### src/rtl/symbol_packer_pkg.sv
// Shared constants and helpers for the symbol strobe packer.
// Mode encodings and a constant-time clog2 used for FIFO sizing.
package symbol_packer_pkg;

   localparam logic MODE_STROBE = 1'b0;
   localparam logic MODE_DECIM  = 1'b1;

   function automatic int clog2(input int value);
      int r;
      r = 0;
      while ((1 << r) < value) begin
         r = r + 1;
      end
      return r;
   endfunction

endpackage

### src/rtl/symbol_packer_fifo.sv
// First-word-fall-through FIFO: registered write, data visible the cycle after write.
// Writes are dropped when full (even with a same-cycle read); clear empties it synchronously.
module symbol_packer_fifo
   import symbol_packer_pkg::*;
#(
   parameter int DW    = 33,
   parameter int DEPTH = 16
) (
   input  logic                    ce_clk,
   input  logic                    ce_rst,
   input  logic                    clear_i,
   input  logic                    wr_en_i,
   input  logic [DW-1:0]           wr_dat_i,
   input  logic                    rd_en_i,
   output logic [DW-1:0]           rd_dat_o,
   output logic                    full_o,
   output logic                    empty_o,
   output logic [clog2(DEPTH):0]   level_o
);

   localparam int AW = clog2(DEPTH);

   logic [DW-1:0] mem_q [DEPTH];
   logic [AW-1:0] wr_ptr_q;
   logic [AW-1:0] rd_ptr_q;
   logic [AW:0]   level_q;
   logic          do_wr;
   logic          do_rd;

   assign full_o  = (level_q == (AW+1)'(DEPTH));
   assign empty_o = (level_q == '0);
   assign level_o = level_q;
   assign do_wr   = wr_en_i & ~full_o & ~clear_i;
   assign do_rd   = rd_en_i & ~empty_o & ~clear_i;

   // Gate the read word so the output bus reads zero whenever nothing is queued.
   assign rd_dat_o = empty_o ? '0 : mem_q[rd_ptr_q];

   always_ff @(posedge ce_clk or posedge ce_rst) begin
      if (ce_rst) begin
         wr_ptr_q <= '0;
         rd_ptr_q <= '0;
         level_q  <= '0;
      end else if (clear_i) begin
         wr_ptr_q <= '0;
         rd_ptr_q <= '0;
         level_q  <= '0;
      end else begin
         if (do_wr) wr_ptr_q <= wr_ptr_q + AW'(1);
         if (do_rd) rd_ptr_q <= rd_ptr_q + AW'(1);
         level_q <= level_q + (AW+1)'(do_wr) - (AW+1)'(do_rd);
      end
   end

   always_ff @(posedge ce_clk) begin
      if (do_wr) mem_q[wr_ptr_q] <= wr_dat_i;
   end

endmodule

### src/rtl/symbol_strobe_packer.sv
// Keeps strobed or decimated I/Q samples and frames them into packets; kept beat visible 1 cycle later.
// Input ready is simply not-full of the output FIFO, so backpressure propagates with no combinational path.
module symbol_strobe_packer
   import symbol_packer_pkg::*;
#(
   parameter int WIDTH      = 32,
   parameter int FIFO_DEPTH = 16,
   parameter int CNT_W      = 16
) (
   input  logic                         ce_clk,
   input  logic                         ce_rst,
   input  logic                         clear,
   input  logic                         mode,
   input  logic [CNT_W-1:0]             n,
   input  logic [CNT_W-1:0]             spp,
   input  logic                         eob_mode,
   input  logic                         sym_stb,
   input  logic [WIDTH-1:0]             i_tdata,
   input  logic                         i_tlast,
   input  logic                         i_tvalid,
   output logic                         i_tready,
   output logic [WIDTH-1:0]             o_tdata,
   output logic                         o_tlast,
   output logic                         o_tvalid,
   input  logic                         o_tready,
   output logic [clog2(FIFO_DEPTH):0]   fifo_level,
   output logic [CNT_W-1:0]             drop_cnt
);

   logic [CNT_W-1:0] dcnt_q, dcnt_d;
   logic [CNT_W-1:0] pcnt_q, pcnt_d;
   logic             eob_q, eob_d;
   logic [CNT_W-1:0] drop_q, drop_d;
   logic [CNT_W:0]   drop_sum;
   logic [CNT_W-1:0] spp_m1;
   logic             accept;
   logic             decim_hit;
   logic             keep;
   logic             last;
   logic             fifo_full;
   logic             fifo_empty;
   logic             wr_en;
   logic [WIDTH:0]   rd_dat;

   assign accept    = i_tvalid & i_tready;
   assign decim_hit = (n <= CNT_W'(1)) || (dcnt_q >= n - CNT_W'(1));
   assign keep      = (mode == MODE_STROBE) ? sym_stb : decim_hit;
   assign spp_m1    = (spp == '0) ? '0 : spp - CNT_W'(1);
   // The flag term lets an input tlast seen on a discarded beat close the next kept beat.
   assign last      = (pcnt_q == spp_m1) | (eob_mode & (eob_q | i_tlast));
   assign wr_en     = accept & keep & ~clear;
   assign drop_sum  = {1'b0, drop_q} + (CNT_W+1)'(fifo_level);

   always_comb begin
      dcnt_d = dcnt_q;
      pcnt_d = pcnt_q;
      eob_d  = eob_q;
      drop_d = drop_q;
      if (clear) begin
         dcnt_d = '0;
         pcnt_d = '0;
         eob_d  = 1'b0;
         drop_d = drop_sum[CNT_W] ? '1 : drop_sum[CNT_W-1:0];
      end else if (accept) begin
         if (mode == MODE_DECIM) begin
            dcnt_d = decim_hit ? '0 : dcnt_q + CNT_W'(1);
         end
         if (keep) begin
            pcnt_d = last ? '0 : pcnt_q + CNT_W'(1);
            eob_d  = 1'b0;
         end else begin
            eob_d  = eob_q | i_tlast;
         end
      end
   end

   always_ff @(posedge ce_clk or posedge ce_rst) begin
      if (ce_rst) begin
         dcnt_q <= '0;
         pcnt_q <= '0;
         eob_q  <= 1'b0;
         drop_q <= '0;
      end else begin
         dcnt_q <= dcnt_d;
         pcnt_q <= pcnt_d;
         eob_q  <= eob_d;
         drop_q <= drop_d;
      end
   end

   symbol_packer_fifo #(
      .DW    (WIDTH + 1),
      .DEPTH (FIFO_DEPTH)
   ) u_fifo (
      .ce_clk   (ce_clk),
      .ce_rst   (ce_rst),
      .clear_i  (clear),
      .wr_en_i  (wr_en),
      .wr_dat_i ({last, i_tdata}),
      .rd_en_i  (o_tready),
      .rd_dat_o (rd_dat),
      .full_o   (fifo_full),
      .empty_o  (fifo_empty),
      .level_o  (fifo_level)
   );

   assign i_tready = ~fifo_full;
   assign o_tvalid = ~fifo_empty;
   assign o_tdata  = rd_dat[WIDTH-1:0];
   assign o_tlast  = rd_dat[WIDTH];
   assign drop_cnt = drop_q;

endmodule
### config.mk
export PLATFORM = sky130hd
export DESIGN_NAME = symbol_strobe_packer
export DESIGN_NICKNAME = d
export VERILOG_FILES = /design/src/rtl/symbol_packer_pkg.sv /design/src/rtl/symbol_packer_fifo.sv /design/src/rtl/symbol_strobe_packer.sv
export SDC_FILE = /design/constraint.sdc
export NUM_CORES = 1
export LEC_CHECK = 0
export ABC_AREA = 1
export BUFFER_PORTS_ARGS = -buffer_cell sky130_fd_sc_hd__buf_2
export CAP_MARGIN = 0
export CORE_MARGIN = 2
export CORE_UTILIZATION = 49
export DETAILED_ROUTE_END_ITERATION = 12
export GPL_TIMING_DRIVEN = 0
export PLACE_DENSITY = 0.71
export SLEW_MARGIN = 15
export SYNTH_ARGS = -nofsm -noshare
export SYNTH_HDL_FRONTEND = slang
export SYNTH_SLANG_ARGS = --single-unit
### constraint.sdc
create_clock -name ce_clk -period 4.5 [get_ports ce_clk]
set_input_delay 0.225 -clock ce_clk [delete_from_list [all_inputs] [get_ports ce_clk]]
set_output_delay 0.225 -clock ce_clk [all_outputs]
set_load 0.005 [all_outputs]
==> metrics.yaml <==
drv_slew: 0
drv_cap: 0
cts_buffer_depth: 3
cp.arrival_ns: 3.87
grt_max_degree: 35
grt_usage: 0.2825
max_clock_freq_mhz: 243.9
crit_buf_inv: 4
period_needed_ns: 4.100
rr_endpoint: "u_fifo.level_o[4]"
core_area_sq_mm: 0.05130
routabilityCongestion: 0.8545
synth_top_cell_by_area: "edfxtp_1"
most-common-layout-cells: "528 x edfxtp_1, 358 x nor2_1, 302 x o21ai_0"
synth.avg_cell_area_sq_um: 11.71
outcome: "complete, no violations"
die_x_um: 231.8
min_period_over_period: 0.9110
num_vias: 19217
ant_nets: 0
first_iter_violations: 2507
crit_top_cell: "clkbuf_1"
setup.worst_path.start: "u_fifo.rd_ptr_q[1]"
grt_pass1_vias: 18782
grt-ovfl-total: 0
crit_chain: "inv_1 > clkbuf_1 > clkbuf_1 > o21ai_0 > o221ai_1 > nand3_1 > a21oi_1 > buf_2"
required_ns: 4.28
synthesis.nets: 2283
fin_skew_ns: 0.02187
rows: 83
layout.nets: 2528
io_buffers: 128
synth_edf_count: 528
final_common_cell: "edfxtp_1"
power_leakage_uw: 0.01067
die_area_sq_mm: 0.05372
r2r_start: "u_fifo.level_o[2]"
startpoint_type: "register"
dp_hpwl_mm: 50.58
synth_seq_cells: 590
wl_per_cell_um: 24.35
cp.depth: 8
grt_setup_unrepaired: "false"
grt_pass1_wl_mm: 112.8
drc: 0
placedCellCount: 3003
clkTransAtPathRegs_ns: 0.06
drive_above_1_share: 0.1226
htreeDepth: 2
io_pins: 129
endpoint_kind: "primary output"
setup_viol: 0
postSynthCellCount: 2171
clock_latency_ns: 0.63
fillers: 4127
yosysUniqueCellTypes: 41
min_path_type: "in -> reg"
synth_area_sq_mm: 0.02542
cts_buffers: 58
regToRegSetupSlack_ns: 0.96
max-vdd-ir-drop_mv: 0.3051
powerDensity_mw_per_mm2: 492.6
slowest_stage: "clkbuf_1"
synth_ff_type: "edfxtp_1"
slew_headroom: 0.1608
crit_path_max_incr_delay_ns: 0.60
area_growth_pct: 17.27
holdWs_ns: 0.01176
cts.sinks: 590
start_util: 0.4955
cp_top_family: "buffers and inverters"
antenna_found_initial: 3
fp.dieH_um: 231.8
worstRegToRegCells: 19
utilization: 0.5811
cts-root-buf: "clkbuf_16"
wl_mm: 76.58
cts_tree: "done"
setup_slack_ns: 0.4003
dp_slack_ns: -0.2738
instances_no_fill: 3145
seq_area_frac_synth: 0.6847
synth_top_area_frac: 0.6237
tightest_slew_ns: 1.259
tns_ns: 0
yosysWarnings: 0
synthArstFlopShare: 0.1051
crit_end: "o_tlast"
cp_max_fo: 10
synth_area_leaders: "edfxtp_1 62%, dfrtp_1 6.1%, o21ai_0 5.9%"
vias_per_cell: 6.110
firstDrtPassIters: 8
criticalPathCategory: "reg -> out"
finalHoldViolations: 0
-- cells in the mapped netlist (3+ instances only) --
library cell	instances
o21ai_0	302
o21bai_1	4
o22ai_1	37
xor2_1	35
a21oi_1	56
o21a_1	4
inv_2	5
nand3b_1	4
xnor2_1	9
o221ai_1	102
buf_1	5
nor2_1	374
o211ai_1	4
inv_1	110
nand4_1	36
buf_2	12
nor3_1	17
nand2_2	3
dfrtp_1	62
edfxtp_1	528
buf_6	3
nor2_2	11
clkbuf_1	103
ha_1	37
nand3_1	102
nand2_1	186
-- metal layers --
layer / routed length (um) / share of wire / GRT usage / up-vias
met5: 18 / 0.00024 / 0 / -
met4: 4226 / 0.055 / 0.1462 / 4
met2: 35110 / 0.46 / 0.4504 / 1325
met3: 9065 / 0.12 / 0.05894 / 277
li1: - / - / - / 8385
met1: 28170 / 0.37 / 0.3666 / 9226
-- metrics by stage --
step	instance area [sq um]	total power, uW
floorplan	25420	8142
global placement	26910	9638
detailed placement	27590	9795
CTS	29730	14610
global route	29810	15180
finish	29810	14690
-- final cells by class --
cell class,instances,area [sq um],share of cell area
Inverter,115,434.2,0.01456
Tap cell,680,850.8,0.02854
Multi-Input combinational cell,1343,7213,0.2420
Timing Repair Buffer,185,1510,0.05066
Antenna cell,1,2.502,0.00008394
Clock inverter,27,266.5,0.008939
Clock buffer,81,1629,0.05464
Buffer,123,499.2,0.01675
Sequential cell,590,17410,0.5839
-- worst min-delay path by stage --
stage / start / endpoint / slack (ns) / depth (start not counted)
final: i_tdata[23] / u_fifo.mem_q[12][23] / 0.01 / 1
after global routing: i_tdata[20] / u_fifo.mem_q[6][20] / 0.02 / 1
after CTS: i_tdata[5] / u_fifo.mem_q[7][5] / 0.001 / 1
after detailed placement: ce_rst / eob_q / 0.25 / 2
after global placement: i_tlast / eob_q / 0.50 / 3
after floorplan: i_tdata[0] / u_fifo.mem_q[0][0] / 0.32 / 0
-- sequential cells by signal, summed over array words and instances (netlist names) --
register / count
dcnt_q: 16
drop_cnt: 16
eob_q: 1
pcnt_q: 16
u_fifo.level_o: 5
u_fifo.mem_q: 528
u_fifo.rd_ptr_q: 4
u_fifo.wr_ptr_q: 4
-- timing repair --
item,in CTS,in global routing
endpoints found under the hold margin,363,0
resized for setup,0,0
buffers inserted,0,9
hold buffers,24,0
endpoints found under the setup margin,0,68
-- where the power goes --
part           switching (uW)  total [uW]  internal (uW)
Clock                    2080        4880           2810
Combinational            2600        3650           1050
Sequential               99.5        6160           6060
Total                    4780       14700           9910
-- cell families after synthesis --
group / count (synthesis) / synth area share
buffers and inverters: 238 / 0.03662
AO/OA/AOI/OAI: 513 / 0.1194
AND/OR/NAND/NOR: 747 / 0.1244
XOR/XNOR: 44 / 0.01516
adder cells (fa/ha/maj): 39 / 0.01979
flip-flops: 590 / 0.6847
No activity file was read; power rests on OpenSTA's default activity.
